## src/rtl/regfile_wb_arbiter.sv

```systemverilog
// Regfile write-port arbiter: ALU writeback (A) has priority over a FIFO of load writebacks (B).
// Latency: 1 cycle select-to-write; backpressure: a_ready/b_ready drop when the B queue is full.
module regfile_wb_arbiter #(
    parameter int DEPTH        = 2,
    parameter bit R0_HARDWIRED = 1'b0
) (
    input  logic        clk,
    input  logic        reset,
    input  logic        a_valid,
    output logic        a_ready,
    input  logic [4:0]  a_dst,
    input  logic [31:0] a_data,
    input  logic        b_valid,
    output logic        b_ready,
    input  logic [4:0]  b_dst,
    input  logic [31:0] b_data,
    output logic [4:0]  Rdst,
    output logic [31:0] wdata,
    output logic        writereg,
    input  logic [4:0]  q_src1,
    input  logic [4:0]  q_src2,
    output logic        q_busy1,
    output logic        q_busy2,
    output logic [2:0]  q_count
);
    localparam int PW = (DEPTH > 1) ? $clog2(DEPTH) : 1;

    logic [4:0]       dst_mem  [DEPTH];
    logic [31:0]      data_mem [DEPTH];
    logic [DEPTH-1:0] vld_q, vld_d;
    logic [PW-1:0]    head_q, head_d, tail_q, tail_d;
    logic [2:0]       count_q, count_d;
    logic [4:0]       rdst_q, rdst_d;
    logic [31:0]      wdata_q, wdata_d;
    logic             writereg_q, writereg_d;

    logic             full, sel_a, sel_q, push;
    logic [4:0]       sel_dst;
    logic [31:0]      sel_data;

    function automatic logic [PW-1:0] ptr_inc(input logic [PW-1:0] p);
        return (p == PW'(DEPTH - 1)) ? '0 : p + 1'b1;
    endfunction

    // A full queue blocks A so the head can drain (starvation guard)
    assign full    = (count_q == 3'(DEPTH));
    assign a_ready = !reset && !full;
    assign b_ready = !reset && !full;
    assign sel_a   = a_valid && a_ready;
    assign sel_q   = !reset && !sel_a && (count_q != 3'd0);
    assign push    = b_valid && b_ready;

    assign sel_dst  = sel_a ? a_dst  : dst_mem[head_q];
    assign sel_data = sel_a ? a_data : data_mem[head_q];

    always_comb begin
        vld_d      = vld_q;
        head_d     = head_q;
        tail_d     = tail_q;
        count_d    = count_q + {2'b00, push} - {2'b00, sel_q};
        rdst_d     = rdst_q;
        wdata_d    = wdata_q;
        writereg_d = 1'b0;
        if (push) begin
            vld_d[tail_q] = 1'b1;
            tail_d        = ptr_inc(tail_q);
        end
        if (sel_q) begin
            vld_d[head_q] = 1'b0;
            head_d        = ptr_inc(head_q);
        end
        if (sel_a || sel_q) begin
            rdst_d     = sel_dst;
            wdata_d    = sel_data;
            writereg_d = !(R0_HARDWIRED && (sel_dst == 5'd0));
        end
    end

    always_ff @(posedge clk) begin
        if (reset) begin
            vld_q      <= '0;
            head_q     <= '0;
            tail_q     <= '0;
            count_q    <= 3'd0;
            rdst_q     <= 5'd0;
            wdata_q    <= 32'd0;
            writereg_q <= 1'b0;
        end else begin
            vld_q      <= vld_d;
            head_q     <= head_d;
            tail_q     <= tail_d;
            count_q    <= count_d;
            rdst_q     <= rdst_d;
            wdata_q    <= wdata_d;
            writereg_q <= writereg_d;
        end
    end

    always_ff @(posedge clk) begin
        if (push) begin
            dst_mem[tail_q]  <= b_dst;
            data_mem[tail_q] <= b_data;
        end
    end

    // An unaccepted incoming B request is deliberately not visible here
    always_comb begin
        q_busy1 = writereg_q && (rdst_q == q_src1);
        q_busy2 = writereg_q && (rdst_q == q_src2);
        for (int i = 0; i < DEPTH; i++) begin
            if (vld_q[i] && (dst_mem[i] == q_src1)) q_busy1 = 1'b1;
            if (vld_q[i] && (dst_mem[i] == q_src2)) q_busy2 = 1'b1;
        end
        if (R0_HARDWIRED && (q_src1 == 5'd0)) q_busy1 = 1'b0;
        if (R0_HARDWIRED && (q_src2 == 5'd0)) q_busy2 = 1'b0;
    end

    assign Rdst     = rdst_q;
    assign wdata    = wdata_q;
    assign writereg = writereg_q;
    assign q_count  = count_q;
endmodule

```

## config.mk

```make
export PLATFORM = sky130hd
export DESIGN_NAME = regfile_wb_arbiter
export DESIGN_NICKNAME = d
export VERILOG_FILES = /design/src/rtl/regfile_wb_arbiter.sv
export SDC_FILE = /design/constraint.sdc
export NUM_CORES = 1
export LEC_CHECK = 0
export BUFFER_PORTS_ARGS = -buffer_cell sky130_fd_sc_hd__buf_2
export CAP_MARGIN = 15
export CORE_UTILIZATION = 45
export CTS_BUF_LIST = sky130_fd_sc_hd__clkbuf_8
export DETAILED_ROUTE_END_ITERATION = 7
export HOLD_SLACK_MARGIN = 0.06
export MAX_ROUTING_LAYER = met4
export PLACE_DENSITY_LB_ADDON = 0.25
export SYNTH_ARGS = -nofsm -noshare
export SYNTH_HDL_FRONTEND = slang
export SYNTH_SLANG_ARGS = --single-unit
```

## constraint.sdc

```tcl
create_clock -name clk -period 14.5 [get_ports clk]
set_clock_uncertainty 0.15 [all_clocks]
set_input_delay 2.9 -clock clk [delete_from_list [all_inputs] [get_ports clk]]
set_output_delay 2.9 -clock clk [all_outputs]
set_load 0.005 [all_outputs]
```

Word-level counts from Yosys, hierarchy flattened:

Memories as Yosys holds them, arrays and structs flattened. A register that Yosys moved wholly into a read port is not among the register bits.
Cells that the tools add are included.

* word-level logic and storage cells: 66
* memories: 2
* output and inout port bits: 45
* memory bits (writable): 74
* input port bits: 88
* register bits: 45

Memories
* data_mem: words 2, width 32, rd ports 1, clocked after Yosys merged registers in 1, wr ports 1, line 29 `logic [31:0] data_mem [DEPTH];`
* dst_mem: words 2, width 5, rd ports 3, clocked after Yosys merged registers in 1, wr ports 1, line 28 `logic [4:0] dst_mem [DEPTH];`

* multiplexer cells: 21
* add/sub/neg operators: 4
* reductions and logical operators: 18
* eq/ne operators: 7
* order comparisons: 4
* bitwise logic cells: 3

Operators by type and width (number)
* 2-to-1 mux 32 bit: 1
* == test 5 bit: 6
* 2-to-1 mux 1 bit: 15
* logical AND 1 bit: 13
* 2-to-1 mux 5 bit: 1
* less-than comparator 1 x 2 -> 1 bit (second input constant): 2
* 2-to-1 mux 2 bit: 2
* adder 3 x 1 -> 3 bit: 1
* == test 3 x 2 -> 1 bit (second input constant): 1
* logical NOT 1 bit: 3
* nonzero test 3 bit: 1
* subtractor 3 x 1 -> 3 bit: 1
* adder 1 bit (second input constant): 2
* AND 2 bit: 1
* demux 1 bit (select 1 bit): 2
* >= comparator 1 bit (second input constant): 2
* inverter 2 bit: 1
* OR 2 bit: 1
* logical OR 1 bit: 1

Longest topological paths before layout:

Gate-level depths: netlist of run 1.

* depth after elaboration: 9
* gate-level depth with buffers: 9
* mapped depth without buffers: 9

Worst setup path after synthesis of run 1:

OpenSTA, ideal clock, no wires.

* path kind: in2reg
* start: input port reset
* end: memory data_mem[0][0] (enable)
* path buffers: 0
* stages on the path: 1
* arrival time: 6820 ps
* setup time: 540 ps
* setup slack: 6989 ps
* path through: nor4b_1

* cells in the longest elaborated chain, start to end: 5

RTL lines
* from (decl): line 8 `input logic reset,`
* logical NOT 1 bit: line 48 `assign b_ready = !reset && !full;`
* logical AND 1 bit: line 48
* logical AND 1 bit: line 51 `assign push = b_valid && b_ready;`
* 2-to-1 mux 1 bit: line 100 `if (push) begin`
* 2-to-1 mux 1 bit (implied by the code): line 102 `data_mem[tail_q] <= b_data;`
* to (decl): line 29

No other way between the ends.

Worst setup path in the final report of run 1:

* start: input port q_src2[3]
* end: output port q_busy2

* cells in the longest elaborated chain, start to end: 4
* elaborated cells on any way between the ends: 8
* those cells by class: eq/ne: 3; mux: 2; reduce/logical: 3

RTL lines
* from (decl): line 21 `input logic [4:0] q_src2,`
* == test 5 bit, on equally long branches: line 109, 112
* logical AND 1 bit, on equally long branches: line 109, 112
* 2-to-1 mux 1 bit: line 112 `if (vld_q[i] && (dst_mem[i] == q_src2)) q_busy2 = 1'b1;`
* 2-to-1 mux 1 bit *: line 112
* to (decl): line 23 `output logic q_busy2,`

Mark *: on every way between the ends. The rest lies on a longest branch, timed or not.

==> flow_summary.ini, run 1 <==
[synth]
synthArstFlopShare = 0
synth_area_leaders = edfxtp_1, dfxtp_1, mux2i_1
yosysTopAreaCellShare = 0.469
ys.flop_type = edfxtp_1
syn_inst = 346
synthesis.area_um2 = 4740
syn_nets = 436
synth.largest_area_cell = edfxtp_1
ys_seq_elements = 120
avgSynthCellArea_um2 = 13.7
ys_seq_area_frac = 0.663
synth_edf_count = 74
yosysUniqueCellTypes = 33
ys_warn_count = 0

[clock_network]
numCtsBuffers = 17
cts.clk_slew.worst_paths_ns = 0.08
cts_tree = built
cts_sinks = 120
cts_resized = 0
hold_buffers = 0
clk_latency_ns = 0.41
root_buffer = clkbuf_8
postCtsSetupBuffers = 0
cts_buffer_depth = 2
htreeDepth = 4

[sta]
min_period_over_period = 0.477
fin_tns_setup_ns = 0
tightestPinTransition_ns = 0.950
fin_crit_ns = 6.91
relSlewSlack = 0.367
rsz0062_at_grt = false
hold_violations = 0
finalMaxSlewViolations = 0
timing.hold.ws_ns = 0.333
finalSetupViolCount = 0
finalWorstSetupSlack_ns = 7.59
max_freq_mhz = 145

[critical_path]
rrSetupSlack_ns = 11.40
rr_worst_depth = 10
slowest_delay_ns = 0.34
start_kind = primary input
reg2reg_to = q_count[2]$_SDFF_PP0_
crit_chain = buf_2, xor2_1, nor4_1, nand3_1, nand3_1, buf_2
r2r-start = q_count[1]$_SDFF_PP0_
crit_slowest_cell = nor4_1
cp_data_required_time_ns = 11.45
path_max_fanout = 3
critPathCaptureType = output port
worstSetupPathType = in -> out
worstPathArrival_ns = 3.86

[cells_and_area]
n_antenna_cell = 0
layout-drive-gt1-share = 0.354
layout_commonest_cell = buf_2
nets = 573
area_growth_pct = 25.3
fin_area_um2 = 5940
fillers = 881
final_cell_mix = buf_2, edfxtp_1, dfxtp_1, o21ai_1

[global_routing]
grt_max_degree = 39
grt.total_usage = 0.202
grt_overflow = 0
antenna_found_initial = 0
grt_pass1_vias = 3311
grt_first_pass_wirelength_mm = 16.2

[detailed_routing]
wirelength_mm = 10.4
drc_errors = 0
vias = 3360
wl_met1_mm = 4.46
wire_per_inst_um = 16.5
route.top_layer_used = met4
drt_pre_antenna_iters = 4
met3_length_um = 665
wl_met2_mm = 5.11
ant_nets = 0
via_per_inst = 5.32
drt_iter0_markers = 209

[floorplanning]
io_pins = 133
fp.dieArea_um2 = 11000
initial_utilization = 0.461
fp-row-count = 37
fp.dieW_um = 105
die_h_um = 105
core_area_um2 = 10300

[run]
cap_violations = 0

[place]
placed_cell_area_um2 = 5490
dp_hpwl_mm = 7.02
io_buffers = 132
gp_congestion = 1.02
post-place-ws_ns = 7.64

[status]
outcome = finished clean

[hold_path]
hold_path.class = reg -> reg
whs_path_depth = 2
hp-start = wdata[1]$_SDFFE_PP0P_
hold_end = wdata[1]$_SDFFE_PP0P_

[pwr]
p_leak_uw = 0.00232
ir_worst_vdd_mv = 0.100
power_uw = 1050
p_per_area_nw_per_um2 = 177
[synthesized netlist by cell type, types with 7 or more instances]
cell and count:
a211oi_1 7, a22oi_1 29, dfxtp_1 46, edfxtp_1 74
mux2i_1 29, nand3_1 16, nor2_1 10, nor2b_1 11
o21ai_0 15, o21ai_1 30, xnor2_1 10, xor2_1 25
[layout make-up]
type | instances | area (um^2) | share of cell area
Multi-Input combinational cell | 205 | 1480 | 0.249
Tap cell | 136 | 170 | 0.0286
Clock inverter | 14 | 199 | 0.0335
Inverter | 2 | 7.51 | 0.00126
Timing Repair Buffer | 137 | 706 | 0.119
Sequential cell | 120 | 3140 | 0.529
Clock buffer | 17 | 234 | 0.0394
[sequential cells by signal, summed over array words and instances (netlist names), named ones only]
signal,count
data_mem,64
Rdst,5
wdata,32
vld_q,2
q_count,3
dst_mem,10
tail_q,1
head_q,1
writereg,1
[power by group]
group / total (uW) / internal (uW) / switching [uW]
Clock: 325 / 188 / 137
Sequential: 474 / 427 / 47.6
Combinational: 255 / 117 / 138
Total: 1050 / 732 / 322
[through the flow]
step / cells / utilization
6_report: 631 / 0.578
5_1_grt: 631 / 0.578
4_1_cts: 630 / 0.576
3_5_place_dp: 599 / 0.534
3_3_place_gp: 599 / 0.534
2_1_floorplan: 346 / -
[worst max-delay path by stage]
stage / from / endpoint / depth (start not counted)
CTS: q_src2[2] / q_busy2 / 6
finish: q_src2[3] / q_busy2 / 6
global route: q_src2[2] / q_busy2 / 6
floorplan: reset / data_mem[0][0]$_DFFE_PP_ / 1
detailed placement: q_src2[2] / q_busy2 / 6
global placement: q_src2[1] / q_busy2 / 6
[per-layer routing]
metal / GRT usage / vias up
met1: 0.232 / 1605
met2: 0.344 / 158
met5: - / -
met4: 0.0664 / 0
met3: 0.0543 / 19
li1: - / 1578
[worst max-delay path: cells and delay by family]
family	cells	cell delay (ns)
and+or+nand+nor	3	0.56
buffers and inverters	2	0.24
xor gates and xnor gates	1	0.15
[logic make-up (layout without fill, tap and decap cells)]
family,Yosys count,in the layout,synth area share
DFF,120,120,0.663
AOI/OAI and AO/OA,85,85,0.112
and+or+nand+nor,54,54,0.0660
xor gates and xnor gates,35,35,0.0646
muxes,29,29,0.0612
buffers and inverters,21,170,0.0269
adders and majority gates,2,2,0.00686
Power figures use the tool's default switching activity.
==> run 2: changes to the inputs <==
Clock period 14.5 ns to 6.57 ns, I/O delays scaled along.
==> flow_summary.ini, run 2 (synthesized netlist as in run 1, its figures left out) <==
[clock_network]
root_buffer = clkbuf_8
cts_tree = built
cts.clk_slew.worst_paths_ns = 0.07
htreeDepth = 4
cts_resized = 0
cts_buffer_depth = 2
clk_latency_ns = 0.42
cts_sinks = 120
numCtsBuffers = 17
hold_buffers = 0
postCtsSetupBuffers = 0

[sta]
rsz0062_at_grt = false
finalSetupViolCount = 0
finalMaxSlewViolations = 0
finalWorstSetupSlack_ns = 2.79
min_period_over_period = 0.576
fin_crit_ns = 3.78
tightestPinTransition_ns = 0.938
fin_tns_setup_ns = 0
relSlewSlack = 0.375
timing.hold.ws_ns = 0.328
max_freq_mhz = 264
hold_violations = 0

[run]
cap_violations = 0

[place]
post-place-ws_ns = 2.51
dp_cells = 598
dp_hpwl_mm = 6.77
gp_congestion = 0.881
io_buffers = 132

[pwr]
p_per_area_nw_per_um2 = 389
ir_worst_vdd_mv = 0.177
p_leak_uw = 0.00233

[detailed_routing]
vias = 3271
wl_met2_mm = 4.69
wire_per_inst_um = 15.9
via_per_inst = 5.18
ant_nets = 0
drt_iter0_markers = 145
drc_errors = 0
route.top_layer_used = met4
wl_met1_mm = 4.56
drt_pre_antenna_iters = 4
met3_length_um = 654
wirelength_mm = 10.1

[floorplanning]
fp-row-count = 37
die_h_um = 105
initial_utilization = 0.461
fp.dieW_um = 105
core_area_um2 = 10300
io_pins = 133
fp.dieArea_um2 = 11000

[cells_and_area]
area_growth_pct = 25.3
layout-drive-gt1-share = 0.351
final_cell_mix = buf_2, edfxtp_1, dfxtp_1, o21ai_1
stdcell_count = 632
nets = 573
n_antenna_cell = 0
layout_commonest_cell = buf_2
final_util = 0.578
top_register = data_mem
largest_reg_flops = 64

[critical_path]
rr_worst_depth = 9
rrSetupSlack_ns = 3.67
r2r-start = q_count[1]$_SDFF_PP0_
crit_path_end = q_busy2
cp_data_required_time_ns = 5.11
crit_start = q_src2[0]
worstSetupPathType = in -> out
worstPathArrival_ns = 2.32
critPathCaptureType = output port
start_kind = primary input
crit_slowest_cell = nor4_1
critical_path_cell_count = 6
slowest_delay_ns = 0.40
path_max_fanout = 3
crit_chain = buf_2, xor2_1, nor4_1, nand3_1, nand3_1, buf_2
crit_family = simple AND/OR/NAND/NOR gates
reg2reg_to = q_count[2]$_SDFF_PP0_
cp_num_buf_inv = 2

[status]
outcome = finished clean

[global_routing]
antenna_found_initial = 0
grt_pass1_vias = 3201
grt.total_usage = 0.200
grt_max_degree = 39
grt_overflow = 0
grt_first_pass_wirelength_mm = 16.1

[hold_path]
hp-start = wdata[21]$_SDFFE_PP0P_
hold_path.class = reg -> reg
[run 2: final cells by class]
type / instances / area (um^2)
Clock inverter: 14 / 181
Timing Repair Buffer: 137 / 713
Fill cell: 878 / 4330
Clock buffer: 18 / 248
Multi-Input combinational cell: 205 / 1480
Inverter: 2 / 7.51
Tap cell: 136 / 170
Sequential cell: 120 / 3140
[run 2: worst min path at each step]
stage / slack [ns] / depth (start not counted) / endpoint
5_1_grt: 0.34 / 2 / wdata[21]$_SDFFE_PP0P_
6_report: 0.33 / 2 / wdata[21]$_SDFFE_PP0P_
3_5_place_dp: 0.31 / 2 / wdata[21]$_SDFFE_PP0P_
3_3_place_gp: 0.31 / 2 / wdata[18]$_SDFFE_PP0P_
2_1_floorplan: 0.31 / 1 / vld_q[1]$_SDFF_PP0_
4_1_cts: 0.33 / 2 / wdata[21]$_SDFFE_PP0P_
[run 2: layer usage]
metal  global-route usage  vias to the layer above
li1                     -                     1572
met1                0.248                     1544
met2                0.311                      141
met3               0.0605                       14
met4               0.0724                        0
met5                    -                        -
[run 2: stage by stage]
stage	instance area, um^2	total power (uW)
after detailed placement	5480	1610
final	5940	2310
after global routing	5940	2440
after floorplan	4740	1410
after CTS	5910	2320
after global placement	5480	1600
[run 2: worst register-to-register path, delay by kind of cell, from the launching register on]
kind	cells	cell delay, ns
xor gates and xnor gates	2	0.50
adders and majority gates	2	0.54
DFF	1	0.51
and+or+nand+nor	3	0.92
buffers and inverters	1	0.05
AOI/OAI and AO/OA	1	0.10
[run 2: power breakdown]
group,internal [uW],switching (uW)
sequential,942,120
clock,419,288
combinational,261,283
total,1620,691
==> run 3: changes to the inputs <==
Settings changed: ABC_AREA set to 1.
Clock period 6.57 ns to 3.93 ns, I/O delays scaled along.
==> flow_summary.ini, run 3 <==
[cells_and_area]
fin_area_um2 = 6530
top_register = data_mem
stdcell_count = 894
layout_commonest_cell = nand2_1
layout-drive-gt1-share = 0.243
nets = 826
final_cell_mix = nand2_1, buf_2, edfxtp_1, inv_1, nor2_1
largest_reg_flops = 64
fillers = 1063
area_growth_pct = 20.8

[sta]
fin_crit_ns = 2.85
relSlewSlack = 0.393
finalSetupViolCount = 0
tightestPinTransition_ns = 0.909
finalMaxSlewViolations = 0
rsz0062_at_grt = false
min_period_over_period = 0.726
fin_tns_setup_ns = 0
hold_violations = 0
max_freq_mhz = 350

[pwr]
p_per_area_nw_per_um2 = 565
power_uw = 3690
p_leak_uw = 0.00303
ir_worst_vdd_mv = 0.254

[synth]
yosysTopAreaCellShare = 0.411
ys_seq_elements = 120
synthesis.area_um2 = 5410
synth_area_leaders = edfxtp_1, dfxtp_1, nand2_1
synth.most_common_cell = nand2_1
ys_seq_area_frac = 0.581
syn_inst = 608
synth_edf_count = 74
ys_warn_count = 0
yosysUniqueCellTypes = 26
ys.flop_type = edfxtp_1
synthArstFlopShare = 0
synth.largest_area_cell = edfxtp_1
avgSynthCellArea_um2 = 8.89
yosys-top-cells-count = nand2_1, edfxtp_1, inv_1
syn_nets = 698

[detailed_routing]
drt_pre_antenna_iters = 8
wirelength_mm = 13.5
vias = 4525
wire_per_inst_um = 15.1
drc_errors = 9
via_per_inst = 5.06
ant_nets = 0
drt_iter0_markers = 370

[critical_path]
start_kind = primary input
slowest_delay_ns = 0.42
cp_data_required_time_ns = 2.99
worst_path_most_repeated_cell = buf_2
crit_chain = buf_2, inv_2, buf_4, nand2_1, inv_1, buf_2
critPathCaptureType = output port
worstPathArrival_ns = 1.92
path_max_fanout = 36
crit_slowest_cell = buf_4
worstSetupPathType = in -> out
rrSetupSlack_ns = 1.37

[floorplanning]
fp-row-count = 39
io_pins = 133
die_h_um = 112
core_area_um2 = 11600
fp.dieArea_um2 = 12500
initial_utilization = 0.468
fp.dieW_um = 112

[clock_network]
cts_resized = 0
numCtsBuffers = 17
hold_buffers = 0
htreeDepth = 4
root_buffer = clkbuf_8
cts_buffer_depth = 2
cts_sinks = 120
postCtsSetupBuffers = 0
cts.clk_slew.worst_paths_ns = 0.07
clk_latency_ns = 0.43
cts_tree = built

[global_routing]
grt_pass1_vias = 4398
grt_first_pass_wirelength_mm = 21.4
antenna_found_initial = 2
grt_overflow = 0
grt_max_degree = 50
grt.total_usage = 0.230

[status]
violations = design-rule violations
outcome = finished with violations

[place]
io_buffers = 132
placed_cell_area_um2 = 6180
dp_cells = 860
gp_congestion = 0.893
dp_hpwl_mm = 9.25

[hold_path]
hold_path.class = reg -> reg

[run]
cap_violations = 0
## run 3: cell count changes in the layout (fill, tap and decap cells not counted), sizes merged, moves of 18 or more
cell | before | now
xor2 | 25 | 7
a22oi | 29 | 0
inv | 3 | 62
nand2 | 2 | 184
nor2 | 10 | 53
nand3 | 16 | 45
a21boi | 0 | 28
mux2i | 29 | 0
o21ai | 46 | 23
nand4 | 0 | 37
## run 3: cell families (layout without fill, tap and decap cells)
kind of cell / Yosys count / in the layout / synth area share
DFF: 120 / 120 / 0.581
and+or+nand+nor: 327 / 327 / 0.263
other: 0 / 2 / 0
buffers and inverters: 93 / 234 / 0.0703
adders and majority gates: 2 / 2 / 0.00602
AOI/OAI and AO/OA: 58 / 58 / 0.0666
xor gates and xnor gates: 8 / 8 / 0.0130
## run 3: report_power, final
group	total, uW	internal, uW	switching (uW)
clock	952	432	519
sequential	1710	1580	130
combinational	1030	401	628
total	3690	2410	1280
## run 3: metrics by stage
| stage | util | setup WS (ns) | hold slack, ns |
|---|---|---|---|
| 6_report | 0.565 | 1.08 | 0.292 |
| 5_1_grt | 0.565 | 0.943 | 0.317 |
| 4_1_cts | 0.564 | 1.09 | 0.297 |
| 3_5_place_dp | 0.535 | 1.05 | 0.279 |
| 3_3_place_gp | 0.535 | 1.13 | 0.277 |
| 2_1_floorplan | - | 0.654 | 0.292 |
## run 3: area by class of cell
cell class,count,area (um^2),area share
repair buffers,142,736,0.113
inverters,60,225,0.0345
diodes,2,5.00,0.000766
flip-flops and latches,120,3140,0.481
clock inverters,15,106,0.0163
clock buffers,17,234,0.0358
multi-input cells,395,1900,0.291
well taps,143,179,0.0274
## run 3: worst max-delay path, delay by kind of cell
family                 cells  cell delay, ns
buffers and inverters      5            1.03
AND/OR/NAND/NOR            1            0.10
## run 3: path summary, 6_finish.rpt
check,from,to,depth (start not counted)
setup reg to reg,q_count[1]$_SDFF_PP0_,wdata[4]$_SDFFE_PP0P_,9
hold / removal,wdata[30]$_SDFFE_PP0P_,wdata[30]$_SDFFE_PP0P_,2
setup / recovery,reset,b_ready,6
hold reg to reg,wdata[30]$_SDFFE_PP0P_,wdata[30]$_SDFFE_PP0P_,2
## run 3: metal layers
| metal | track usage | wire, um | up-vias |
|---|---|---|---|
| met3 | 0.0593 | 884 | 17 |
| met1 | 0.287 | 6090 | 2068 |
| met5 | - | 0 | - |
| met2 | 0.366 | 6380 | 171 |
| met4 | 0.0757 | 178 | 0 |
| li1 | - | - | 2269 |
